===== config.mk =====
export PLATFORM = sky130hd
export DESIGN_NAME = sec_scrub_injector
export DESIGN_NICKNAME = d
export VERILOG_FILES = /design/src/rtl/harvos_pkg.sv /design/src/rtl/sec_lowest_set.sv /design/src/rtl/sec_scrub_injector.sv
export SDC_FILE = /design/constraint.sdc
export NUM_CORES = 1
export LEC_CHECK = 0
export CAP_MARGIN = 20
export CORE_UTILIZATION = 49
export DETAILED_ROUTE_END_ITERATION = 7
export PLACE_DENSITY = 0.88
export SETUP_SLACK_MARGIN = 0.5
export SLEW_MARGIN = 20
export SYNTH_ARGS = -nofsm -noshare
export SYNTH_HDL_FRONTEND = slang
export SYNTH_SLANG_ARGS = --single-unit

===== constraint.sdc =====
create_clock -name clk -period 3.98 [get_ports clk]
set_input_delay 0.796 -clock clk [delete_from_list [all_inputs] [get_ports clk]]
set_output_delay 0.796 -clock clk [all_outputs]
set_load 0.02 [all_outputs]

===== src/rtl/harvos_pkg.sv =====
// rtl/harvos_pkg.sv - custom-0 security opcode constants and scrub FSM state encoding
package harvos_pkg;

    localparam logic [6:0] OPCODE_SEC    = 7'b0001011;
    localparam logic [2:0] FUNCT3_CLRREG = 3'b000;
    localparam logic [2:0] FUNCT3_CLRMEM = 3'b001;

    typedef enum logic [1:0] {
        SCRUB_IDLE = 2'd0,
        SCRUB_MEM  = 2'd1,
        SCRUB_REGS = 2'd2,
        SCRUB_FIN  = 2'd3
    } scrub_state_e;

    localparam logic [1:0] ST_IDLE = 2'(SCRUB_IDLE);
    localparam logic [1:0] ST_MEM  = 2'(SCRUB_MEM);
    localparam logic [1:0] ST_REGS = 2'(SCRUB_REGS);
    localparam logic [1:0] ST_FIN  = 2'(SCRUB_FIN);

    function automatic logic [31:0] enc_clrreg(input logic [4:0] rd);
        return {12'b0, 5'b0, FUNCT3_CLRREG, rd, OPCODE_SEC};
    endfunction

    function automatic logic [31:0] enc_clrmem(input logic [4:0] rs1, input logic [4:0] rs2);
        return {7'b0, rs2, rs1, FUNCT3_CLRMEM, 5'b0, OPCODE_SEC};
    endfunction

endpackage


===== src/rtl/sec_lowest_set.sv =====
// rtl/sec_lowest_set.sv - lowest-set-bit priority encoder with one-hot, index and any-set outputs
module sec_lowest_set #(
    parameter int W  = 32,
    parameter int IW = (W > 1) ? $clog2(W) : 1
) (
    input  logic [W-1:0]  vec,
    output logic [W-1:0]  onehot,
    output logic [IW-1:0] idx,
    output logic          any
);

    // Two's-complement trick isolates the lowest set bit.
    assign onehot = vec & (~vec + W'(1));
    assign any    = |vec;

    always_comb begin
        idx = '0;
        for (int i = W - 1; i >= 0; i--) begin
            if (vec[i]) begin
                idx = IW'(i);
            end
        end
    end

endmodule


===== src/rtl/sec_scrub_injector.sv =====
// rtl/sec_scrub_injector.sv - emits CLRMEM then CLRREG words as a valid/ready stream on a scrub request
module sec_scrub_injector
    import harvos_pkg::*;
#(
    parameter int NUM_REGS  = 32,
    parameter int LAST_FLAG = 1
) (
    input  logic        clk,
    input  logic        rst_n,
    input  logic        req_valid,
    output logic        req_ready,
    input  logic        req_mem,
    input  logic [4:0]  req_base_reg,
    input  logic [4:0]  req_len_reg,
    input  logic [31:0] req_keep_mask,
    output logic        out_valid,
    input  logic        out_ready,
    output logic [31:0] out_instr,
    output logic        out_last,
    output logic        busy,
    output logic        done
);

    localparam int   IW      = (NUM_REGS > 1) ? $clog2(NUM_REGS) : 1;
    localparam logic LAST_EN = (LAST_FLAG != 0);

    logic [1:0]          state;
    logic [NUM_REGS-1:0] rest;
    logic [NUM_REGS-1:0] req_pend;
    logic [NUM_REGS-1:0] enc_in;
    logic [NUM_REGS-1:0] enc_onehot;
    logic [NUM_REGS-1:0] enc_after;
    logic [IW-1:0]       enc_idx;
    logic                enc_any;
    logic [4:0]          enc_rd;
    logic                last_q;

    // x0 is never a candidate regardless of the keep mask.
    assign req_pend = ~req_keep_mask[NUM_REGS-1:0] & {{(NUM_REGS-1){1'b1}}, 1'b0};

    // In IDLE the encoder looks at the incoming request; otherwise at the
    // registers still owed, so the next rd is ready in the accepting cycle.
    assign enc_in    = (state == ST_IDLE) ? req_pend : rest;
    assign enc_after = enc_in & ~enc_onehot;
    assign enc_rd    = 5'(enc_idx);

    sec_lowest_set #(
        .W  (NUM_REGS),
        .IW (IW)
    ) u_lowest (
        .vec    (enc_in),
        .onehot (enc_onehot),
        .idx    (enc_idx),
        .any    (enc_any)
    );

    assign out_last = last_q & LAST_EN;

    always_ff @(posedge clk or negedge rst_n) begin
        if (!rst_n) begin
            state     <= ST_IDLE;
            rest      <= '0;
            out_valid <= 1'b0;
            out_instr <= '0;
            last_q    <= 1'b0;
            busy      <= 1'b0;
            done      <= 1'b0;
            req_ready <= 1'b1;
        end else begin
            done <= 1'b0;
            // req_ready reopens the cycle after the done pulse.
            if (done) begin
                req_ready <= 1'b1;
            end
            case (state)
                ST_IDLE: begin
                    if (req_valid && req_ready) begin
                        req_ready <= 1'b0;
                        busy      <= 1'b1;
                        if (req_mem) begin
                            state     <= ST_MEM;
                            out_valid <= 1'b1;
                            out_instr <= enc_clrmem(req_base_reg, req_len_reg);
                            last_q    <= !enc_any;
                            rest      <= req_pend;
                        end else if (enc_any) begin
                            state     <= ST_REGS;
                            out_valid <= 1'b1;
                            out_instr <= enc_clrreg(enc_rd);
                            last_q    <= (enc_after == '0);
                            rest      <= enc_after;
                        end else begin
                            state <= ST_FIN;
                        end
                    end
                end
                ST_MEM, ST_REGS: begin
                    if (out_ready) begin
                        if (enc_any) begin
                            state     <= ST_REGS;
                            out_instr <= enc_clrreg(enc_rd);
                            last_q    <= (enc_after == '0);
                            rest      <= enc_after;
                        end else begin
                            state     <= ST_FIN;
                            out_valid <= 1'b0;
                            last_q    <= 1'b0;
                        end
                    end
                end
                default: begin
                    state <= ST_IDLE;
                    busy  <= 1'b0;
                    done  <= 1'b1;
                end
            endcase
        end
    end

endmodule


==> flow_summary.json <==
{
  "max_cap_violations": 0,
  "ant_nets": 0,
  "final_cell_mix": "81 x clkdlybuf4s50_1, 70 x dfrtp_1, 51 x nand2_1",
  "gp_congestion": 0.942,
  "crit_slowest_cell": "o41ai_4",
  "power_frac_clock": 0.132,
  "vias_per_cell": 6.53,
  "multi_input_area_um2": 2540,
  "ir_drop_mv": 0.497,
  "first_global_vias": 4586,
  "drv_slew": 0,
  "p_sw_mw": 2.30,
  "final_cell_area_um2": 5740,
  "r2r_start": "state[0]",
  "drt-total-wl_um": 14000,
  "layout-drive-gt1-share": 0.101,
  "reg2reg_depth": 11,
  "critical_path.top_delay_family": "compound AO/OA/AOI/OAI gates",
  "setup_viol": 0,
  "drt-initial-drc-count": 496,
  "crit_path_start_kind": "register",
  "synth_area_per_cell_um2": 8.65,
  "slowest_delay_ns": 0.43,
  "dpl_cell_area_um2": 5460,
  "cts_hold_buffers": 0,
  "path_cells": "inv_1 -> ha_4 -> buf_6 -> nand3_1 -> a22oi_4 -> nand4_4 -> o41ai_4 -> o2111ai_1 -> nor4_1 -> nand4_1 -> o31ai_2",
  "ys_types": 64,
  "clk_latency_ns": 0.37,
  "io_buffers": 82,
  "routedWlPerCell_um": 19.4,
  "hpwl_um": 9670,
  "antenna_found_initial": 0,
  "fin_nets": 655,
  "worstMarginPinSlew_ns": 0.793,
  "worst_ep_required_time_ns": 4.25,
  "netSwitchingFraction": 0.487,
  "drtPass1Iterations": 8,
  "rows": 34,
  "fp.dieW_um": 98.2,
  "clockBufferDepth": 2,
  "worst-path-buf-inv": 2,
  "diodes": 0,
  "final.setup.tns_ns": 0,
  "leakage_nw": 2.39,
  "r2r_slack_ns": 0.62,
  "skew_ns": 0.0134,
  "htree_levels": 3,
  "arrival_ns": 3.63,
  "area_growth_pct": 26.6,
  "vias": 4693,
  "violations": "DRC",
  "die_area_um2": 9640,
  "worstPathMaxFanout": 20,
  "p_seq_frac": 0.245,
  "hold_viol_final": 0,
  "io_pins": 84,
  "track_usage": 0.298,
  "p_int_mw": 2.42,
  "synthFlopType": "dfrtp_1",
  "max_slew_margin": 0.470,
  "async_flop_share": 1.00,
  "clock_sinks": 71,
  "synth_edf_count": 0,
  "yosysWarnings": 0,
  "final.min_clock_period_ns": 3.36,
  "synth.yosys.seq_area_share": 0.392,
  "n_fill_cell": 683,
  "regArea_um2": 1780,
  "synth_fp_nets": 573,
  "status": "finished with violations",
  "netlist_area_um2": 4530,
  "grt_first_pass_wirelength_um": 23000,
  "grt_max_degree": 45,
  "drcViolationCount": 2,
  "final_common_cell": "clkdlybuf4s50_1",
  "place_ws_ns": 0.176,
  "setup.worst_path.class": "register to register",
  "comb_power_share": 0.623,
  "r2r-end": "out_last",
  "gr-total-overflow": 0,
  "cts_buffers": 9,
  "cts_tree": "built",
  "cts_root_buffer": "clkbuf_8",
  "max_freq_ghz": 0.297,
  "hold_class": "input pin to async pin",
  "setup_ws_ns": 0.618,
  "core_area_um2": 8850,
  "ys_seq_elements": 71,
  "endpoint_kind": "register",
  "syn_inst": 524,
  "clk_pin_slew_worst_paths_ns": 0.09,
  "initial_core_util": 0.512,
  "p_per_area_nw_per_um2": 824,
  "grt_setup_unrepaired": "false",
  "die_height_um": 98.2,
  "fin_crit_sh": 0.845
}
registers in the layout, summed over array words and instances (netlist names):
signal / cells
state: 2
rest: 32
out_instr: 32
done: 1
out_last: 1
out_valid: 1
req_ready: 1
busy: 1
power by group through the flow:
stage               clock [mW]  combinational (mW)  sequential, mW
global placement             0                2.70            1.14
CTS                      0.616                2.83            1.14
detailed placement           0                2.77            1.15
global route             0.656                3.19            1.18
finish                   0.622                2.94            1.16
floorplan                    0                1.97            1.18
Yosys cell counts, types with 3 or more instances:
library cell / number / area, um2
nor3b_1: 3 / 22.5
nand2b_1: 11 / 68.8
nor4_1: 3 / 18.8
a21oi_1: 46 / 230
a32o_1: 5 / 50.1
or2_2: 3 / 18.8
buf_4: 6 / 45.0
or3_4: 3 / 33.8
a211oi_1: 5 / 37.5
o211ai_1: 4 / 30.0
a31oi_1: 17 / 106
mux2i_1: 9 / 90.1
o32ai_1: 3 / 26.3
o21a_1: 3 / 22.5
buf_2: 6 / 30.0
o21ai_1: 10 / 50.1
and2_1: 17 / 106
o21ai_0: 26 / 130
nand3_1: 17 / 85.1
nor3_1: 15 / 75.1
and3_1: 5 / 31.3
a22oi_4: 3 / 63.8
nor2b_1: 9 / 56.3
nand2_1: 51 / 191
clkbuf_1: 12 / 45.0
or3_1: 8 / 50.1
a22o_1: 22 / 193
dfrtp_1: 70 / 1750
o31ai_1: 6 / 45.0
buf_6: 6 / 67.6
o22ai_1: 13 / 81.3
inv_1: 20 / 75.1
nor2_1: 46 / 173
layer usage:
metal  GRT usage  vias up  share of wire
met1       0.388     2235           0.41
met5           0        -              0
met4      0.0815        0          0.020
li1            -     2115              -
met2       0.489      305           0.48
met3      0.0845       38          0.097
worst max path at each step:
stage / end / slack (ns) / from / depth (start not counted)
5_1_grt: out_last / 0.51 / state[0] / 12
3_3_place_gp: out_last / 0.35 / req_keep_mask[2] / 9
6_report: out_last / 0.62 / state[0] / 11
2_1_floorplan: out_last / 1.17 / state[0] / 12
3_5_place_dp: out_last / 0.18 / req_keep_mask[2] / 9
4_1_cts: out_last / 0.51 / state[0] / 11
worst register-to-register path, delay by kind of cell (launching register included):
family          cells  cell delay, ns
buf+inv             2            0.38
flops               1            0.39
fa+ha+maj           1            0.31
simple gates        4            0.94
compound gates      4            1.23
layout make-up:
| cell class | count | share of cell area |
|---|---|---|
| inverter | 21 | 0.0137 |
| clock inverter | 6 | 0.0118 |
| sequential | 71 | 0.310 |
| multi-input combinational | 400 | 0.442 |
| timing repair buffer | 103 | 0.175 |
| tap | 108 | 0.0236 |
| clock buffer | 10 | 0.0240 |
kinds of logic (layout without fill, tap and decap cells):
family	after synthesis	after routing	synth area share
and+or+nand+nor	199	199	0.227
AOI/OAI and AO/OA	188	188	0.290
DFF	71	71	0.392
buffers and inverters	53	140	0.0605
muxes	10	10	0.0224
adders and majority gates	3	3	0.00773
what timing repair did:
item	in CTS	in global routing
setup buffers	0	3
gates resized for setup	3	3
pin swaps	0	1
endpoints found under the setup margin	51	56
metrics by stage:
stage,hold WS [ns],cells,power (mW),utilization
floorplan,0.467,524,3.15,-
global placement,0.451,700,3.84,0.617
detailed placement,0.467,700,3.92,0.617
CTS,0.482,716,4.59,0.643
global route,0.490,719,5.02,0.648
finish,0.441,719,4.73,0.648
No activity file was read; power rests on OpenSTA's default activity.
